`src/rtl/nibble_add_seq.sv`:
```
// Multi-cycle W-bit adder built on one shared 4-bit ripple slice; one nibble per cycle, LSB first.
// Optional subtract mode is enabled by defining NIBBLE_ADD_SUB_EN (adds input port "sub").

module full_adder (
    input  logic a,
    input  logic b,
    input  logic cin,
    output logic s,
    output logic cout
);
    assign s    = a ^ b ^ cin;
    assign cout = (a & b) | (cin & (a ^ b));
endmodule

module nibble_add_seq #(
    parameter int NIBBLES = 4
) (
    input  logic                   clk,
    input  logic                   rst,
    input  logic                   start,
`ifdef NIBBLE_ADD_SUB_EN
    input  logic                   sub,
`endif
    input  logic [4*NIBBLES-1:0]   a,
    input  logic [4*NIBBLES-1:0]   b,
    output logic                   busy,
    output logic                   done,
    output logic [4*NIBBLES:0]     sum
);
    localparam int W  = 4 * NIBBLES;
    localparam int IW = $clog2(NIBBLES);

    if (NIBBLES < 2 || NIBBLES > 16) begin : g_param_check
        $error("nibble_add_seq: NIBBLES must be in 2..16");
    end

    typedef enum logic [1:0] {
        IDLE = 2'd0,
        RUN  = 2'd1,
        DONE = 2'd2
    } state_t;

    state_t          state;
    state_t          state_nx;
    logic [W-1:0]    a_reg;
    logic [W-1:0]    b_reg;
    logic            sub_reg;
    logic            carry;
    logic [IW-1:0]   idx;
    logic [W:0]      sum_reg;

    logic            accept;
    logic            step;
    logic            last;
    logic            sub_in;
    logic [3:0]      a_nib;
    logic [3:0]      b_nib;
    logic [3:0]      b_eff;
    logic [3:0]      slice_sum;
    logic [4:0]      c;

`ifdef NIBBLE_ADD_SUB_EN
    assign sub_in = sub;
`else
    assign sub_in = 1'b0;
`endif

    assign last = (idx == IW'(NIBBLES - 1));

    always_comb begin
        state_nx = state;
        accept   = 1'b0;
        step     = 1'b0;
        case (state)
            IDLE: begin
                if (start) begin
                    state_nx = RUN;
                    accept   = 1'b1;
                end
            end
            RUN: begin
                step = 1'b1;
                if (last) begin
                    state_nx = DONE;
                end
            end
            DONE:    state_nx = IDLE;
            default: state_nx = IDLE;
        endcase
    end

    // Mux the current nibble out of the operand registers into the shared slice.
    always_comb begin
        a_nib = '0;
        b_nib = '0;
        for (int i = 0; i < NIBBLES; i++) begin
            if (idx == IW'(i)) begin
                a_nib = a_reg[4*i +: 4];
                b_nib = b_reg[4*i +: 4];
            end
        end
    end

    // Subtraction is a + ~b + 1: the +1 comes from the carry register seeded at accept.
    assign b_eff = b_nib ^ {4{sub_reg}};
    assign c[0]  = carry;

    for (genvar g = 0; g < 4; g++) begin : g_slice
        full_adder u_fa (
            .a    (a_nib[g]),
            .b    (b_eff[g]),
            .cin  (c[g]),
            .s    (slice_sum[g]),
            .cout (c[g+1])
        );
    end

    always_ff @(posedge clk) begin
        if (rst) begin
            state   <= IDLE;
            a_reg   <= '0;
            b_reg   <= '0;
            sub_reg <= 1'b0;
            carry   <= 1'b0;
            idx     <= '0;
            sum_reg <= '0;
        end else begin
            state <= state_nx;
            if (accept) begin
                a_reg   <= a;
                b_reg   <= b;
                sub_reg <= sub_in;
                carry   <= sub_in;
                idx     <= '0;
            end
            if (step) begin
                carry <= c[4];
                for (int i = 0; i < NIBBLES; i++) begin
                    if (idx == IW'(i)) begin
                        sum_reg[4*i +: 4] <= slice_sum;
                    end
                end
                if (last) begin
                    sum_reg[W] <= c[4];
                end else begin
                    idx <= idx + IW'(1);
                end
            end
        end
    end

    assign busy = (state == RUN) || (state == DONE);
    assign done = (state == DONE);
    assign sum  = sum_reg;

endmodule

```
`config.mk`:
```
export PLATFORM = sky130hd
export DESIGN_NAME = nibble_add_seq
export DESIGN_NICKNAME = d
export VERILOG_FILES = /design/src/rtl/nibble_add_seq.sv
export SDC_FILE = /design/constraint.sdc
export NUM_CORES = 1
export LEC_CHECK = 0
export BUFFER_PORTS_ARGS = -buffer_cell sky130_fd_sc_hd__buf_2
export CORE_ASPECT_RATIO = 1.75
export CORE_MARGIN = 3
export CORE_UTILIZATION = 45
export DETAILED_ROUTE_END_ITERATION = 16
export PLACE_DENSITY = 0.68
export SKIP_CTS_REPAIR_TIMING = 1
export SLEW_MARGIN = 20
export SYNTH_ARGS = -nofsm -noshare
export SYNTH_HDL_FRONTEND = slang
export SYNTH_SLANG_ARGS = --single-unit
```
`constraint.sdc`:
```
create_clock -name clk -period 3.6 [get_ports clk]
set_clock_uncertainty 0.2 [all_clocks]
set_input_delay 0.9 -clock clk [delete_from_list [all_inputs] [get_ports clk]]
set_output_delay 0.9 -clock clk [all_outputs]
set_load 0.01 [all_outputs]
```
==> flow_metrics.tcl <==
set metrics [dict create \
    syn_inst 314 \
    via_per_inst 5.00 \
    place_area_um2 2750 \
    post-route-util 0.535 \
    critPathRequiredTime_ps 3630 \
    crit_type "reg2reg" \
    timing.slew.headroom 0.310 \
    fmax_mhz 302 \
    grt_use_total 0.172 \
    max-vdd-ir-drop_v 0.000318 \
    p_per_area_nw_per_um2 456 \
    post-dp-hpwl_um 4020 \
    drt_iter0_drc 78 \
    cts_buffer_depth 2 \
    max_cap_viol_count 0 \
    yosysWarnings 0 \
    cts_root_buffer "clkbuf_8" \
    grt_pass1_wl_um 9090 \
    coreArea_um2 5340 \
    final_antenna_net_count 0 \
    cts_tree "done" \
    critPathLaunchType "flip-flop" \
    largest_reg_flops 17 \
    grt_max_degree 55 \
    stdcell_area_um2 2860 \
    vias 2161 \
    hold_viol_final 0 \
    overflow 0 \
    cts_max_level 2 \
    timing.final.crit_period_ps 3310 \
    antenna_found_initial 0 \
    synth_cell_types 24 \
    dieHeight_um 105 \
    antenna_cells 0 \
    dr.pass1.iters 4 \
    dieArea_um2 6530 \
    p_leak_uw 0.00115 \
    ys_seq_area_frac 0.432 \
    pin_count 54 \
    yosys.area.top_type_share 0.432 \
    period_share 0.919 \
    drive_gt1_frac 0.212 \
    syn_area_um2 2500 \
    status "completed" \
    fin_ws_ps 291 \
    initial_utilization 0.469 \
    die_w_um 62.4 \
    finalSetupTns_ps 0 \
    syn_nets 361 \
    path_clk_slew_ps 90 \
    clk-insertion-delay-late_ps 300 \
    cts.sinks 54 \
    worstPathArrival_ps 3330 \
    yosys.area.top_type "dfxtp_1" \
    drc 0 \
    ys_ff_latch 54 \
    synth_area_leaders "dfxtp_1 43%, nand2_1 14%, a21oi_1 9.0%, ha_1 4.0%, nand3_1 4.0%" \
    setup_viol 0 \
    globalplace.congestion 0.922 \
    hp-class "reg2reg" \
    grt_pass1_vias 2117 \
    num-nets-final 404 \
    totalWireLength_um 5300 \
    rsz0062_at_grt "no" \
    critPathCaptureType "flip-flop" \
    place_ws_ps 328 \
    rows 35 \
    syn_to_final_growth_pct 14.2 \
    avgSynthCellArea_um2 7.97 \
    worst_pin_slew_ps 1040 \
    io_buffers 53 \
    reg2regPathDepth 10 \
    cp_max_fo 6 \
    cts_buffers 5 \
    whs_path_depth 2 \
    slew_viol_final 0 \
    wl_per_cell_um 12.3 \
]
==> cells in the mapped netlist <==
| cell | instances |
|---|---|
| a31oi_1 | 8 |
| buf_6 | 5 |
| o21ai_0 | 1 |
| buf_2 | 8 |
| and2_1 | 1 |
| nor2_1 | 9 |
| fa_1 | 4 |
| clkbuf_1 | 7 |
| nor2b_1 | 2 |
| a21oi_2 | 9 |
| nor2_4 | 1 |
| dfxtp_1 | 54 |
| buf_8 | 1 |
| inv_1 | 12 |
| nand2b_1 | 2 |
| a22o_1 | 8 |
| nand2_2 | 1 |
| nand3b_1 | 9 |
| ha_1 | 8 |
| a21oi_1 | 45 |
| nor3_1 | 1 |
| nand3_1 | 20 |
| nand2_1 | 96 |
| buf_4 | 2 |
==> layout make-up <==
cell class,count,area (um^2)
Timing Repair Buffer,59,310
Fill cell,595,2480
Inverter,12,45.0
Tap cell,74,92.6
Clock inverter,1,30.0
Clock buffer,7,76.3
Multi-Input combinational cell,225,1220
Sequential cell,54,1080
==> final timing paths <==
| kind | from | to | slack [ps] |
|---|---|---|---|
| hold reg to reg | sum[4] | sum[4] | 260 |
| hold / removal | sum[4] | sum[4] | 260 |
| setup / recovery | idx[0] | sum[11] | 290 |
| setup reg to reg | idx[0] | sum[11] | 290 |
==> power breakdown <==
part	internal [uW]	switching, uW	total, uW
clock network	208	184	392
registers	635	21.7	657
logic	97.2	157	254
==> worst max-delay path: stages, from the launching register on <==
cell,delay (ps)
dfxtp_1,390
inv_1,90
ha_1,300
nor2_4,120
a31oi_1,110
fa_1,420
fa_1,390
fa_1,390
fa_1,560
nand3_1,90
a21oi_1,160
==> cells by family (layout without fill, tap and decap cells) <==
family	count (synthesis)	in the layout	synth area share
buffers and inverters	35	79	0.0790
AO/OA/AOI/OAI	71	71	0.171
flip-flops	54	54	0.432
AND/OR/NAND/NOR	142	142	0.246
adder cells (fa/ha/maj)	12	12	0.0720
==> per-layer routing <==
layer  share of wire  wire (um)  vias to the layer above  global-route usage
met5               0          0                        -                   0
met4           0.045        238                        0              0.0932
met3           0.038        199                       17              0.0398
met2            0.52       2770                       48               0.307
met1            0.39       2090                      978               0.183
li1                -          -                     1118                   -
==> per-stage QoR <==
step                      std cells  total power (uW)  hold WS (ps)
after detailed placement        424               929           244
final                           432              1300           255
after CTS                       432              1310           257
after global placement          424               925           241
after floorplan                 314               864           235
after global routing            432              1380           275
==> placed cells by master (no fill, tap or decap) <==
master / instances
nand3b_1: 9
dfxtp_1: 54
nand2_1: 96
ha_1: 8
buf_2: 53
a21oi_1: 45
inv_1: 12
buf_4: 6
clkbuf_8: 5
a21oi_2: 9
nand2b_1: 2
nor3_1: 1
nor2b_1: 2
nor2_1: 9
clkbuf_1: 2
bufinv_16: 1
a31oi_1: 8
fa_1: 4
a22o_1: 8
and2_1: 1
nand3_1: 20
nor2_4: 1
nand2_2: 1
o21ai_0: 1
Power figures use the tool's default switching activity.
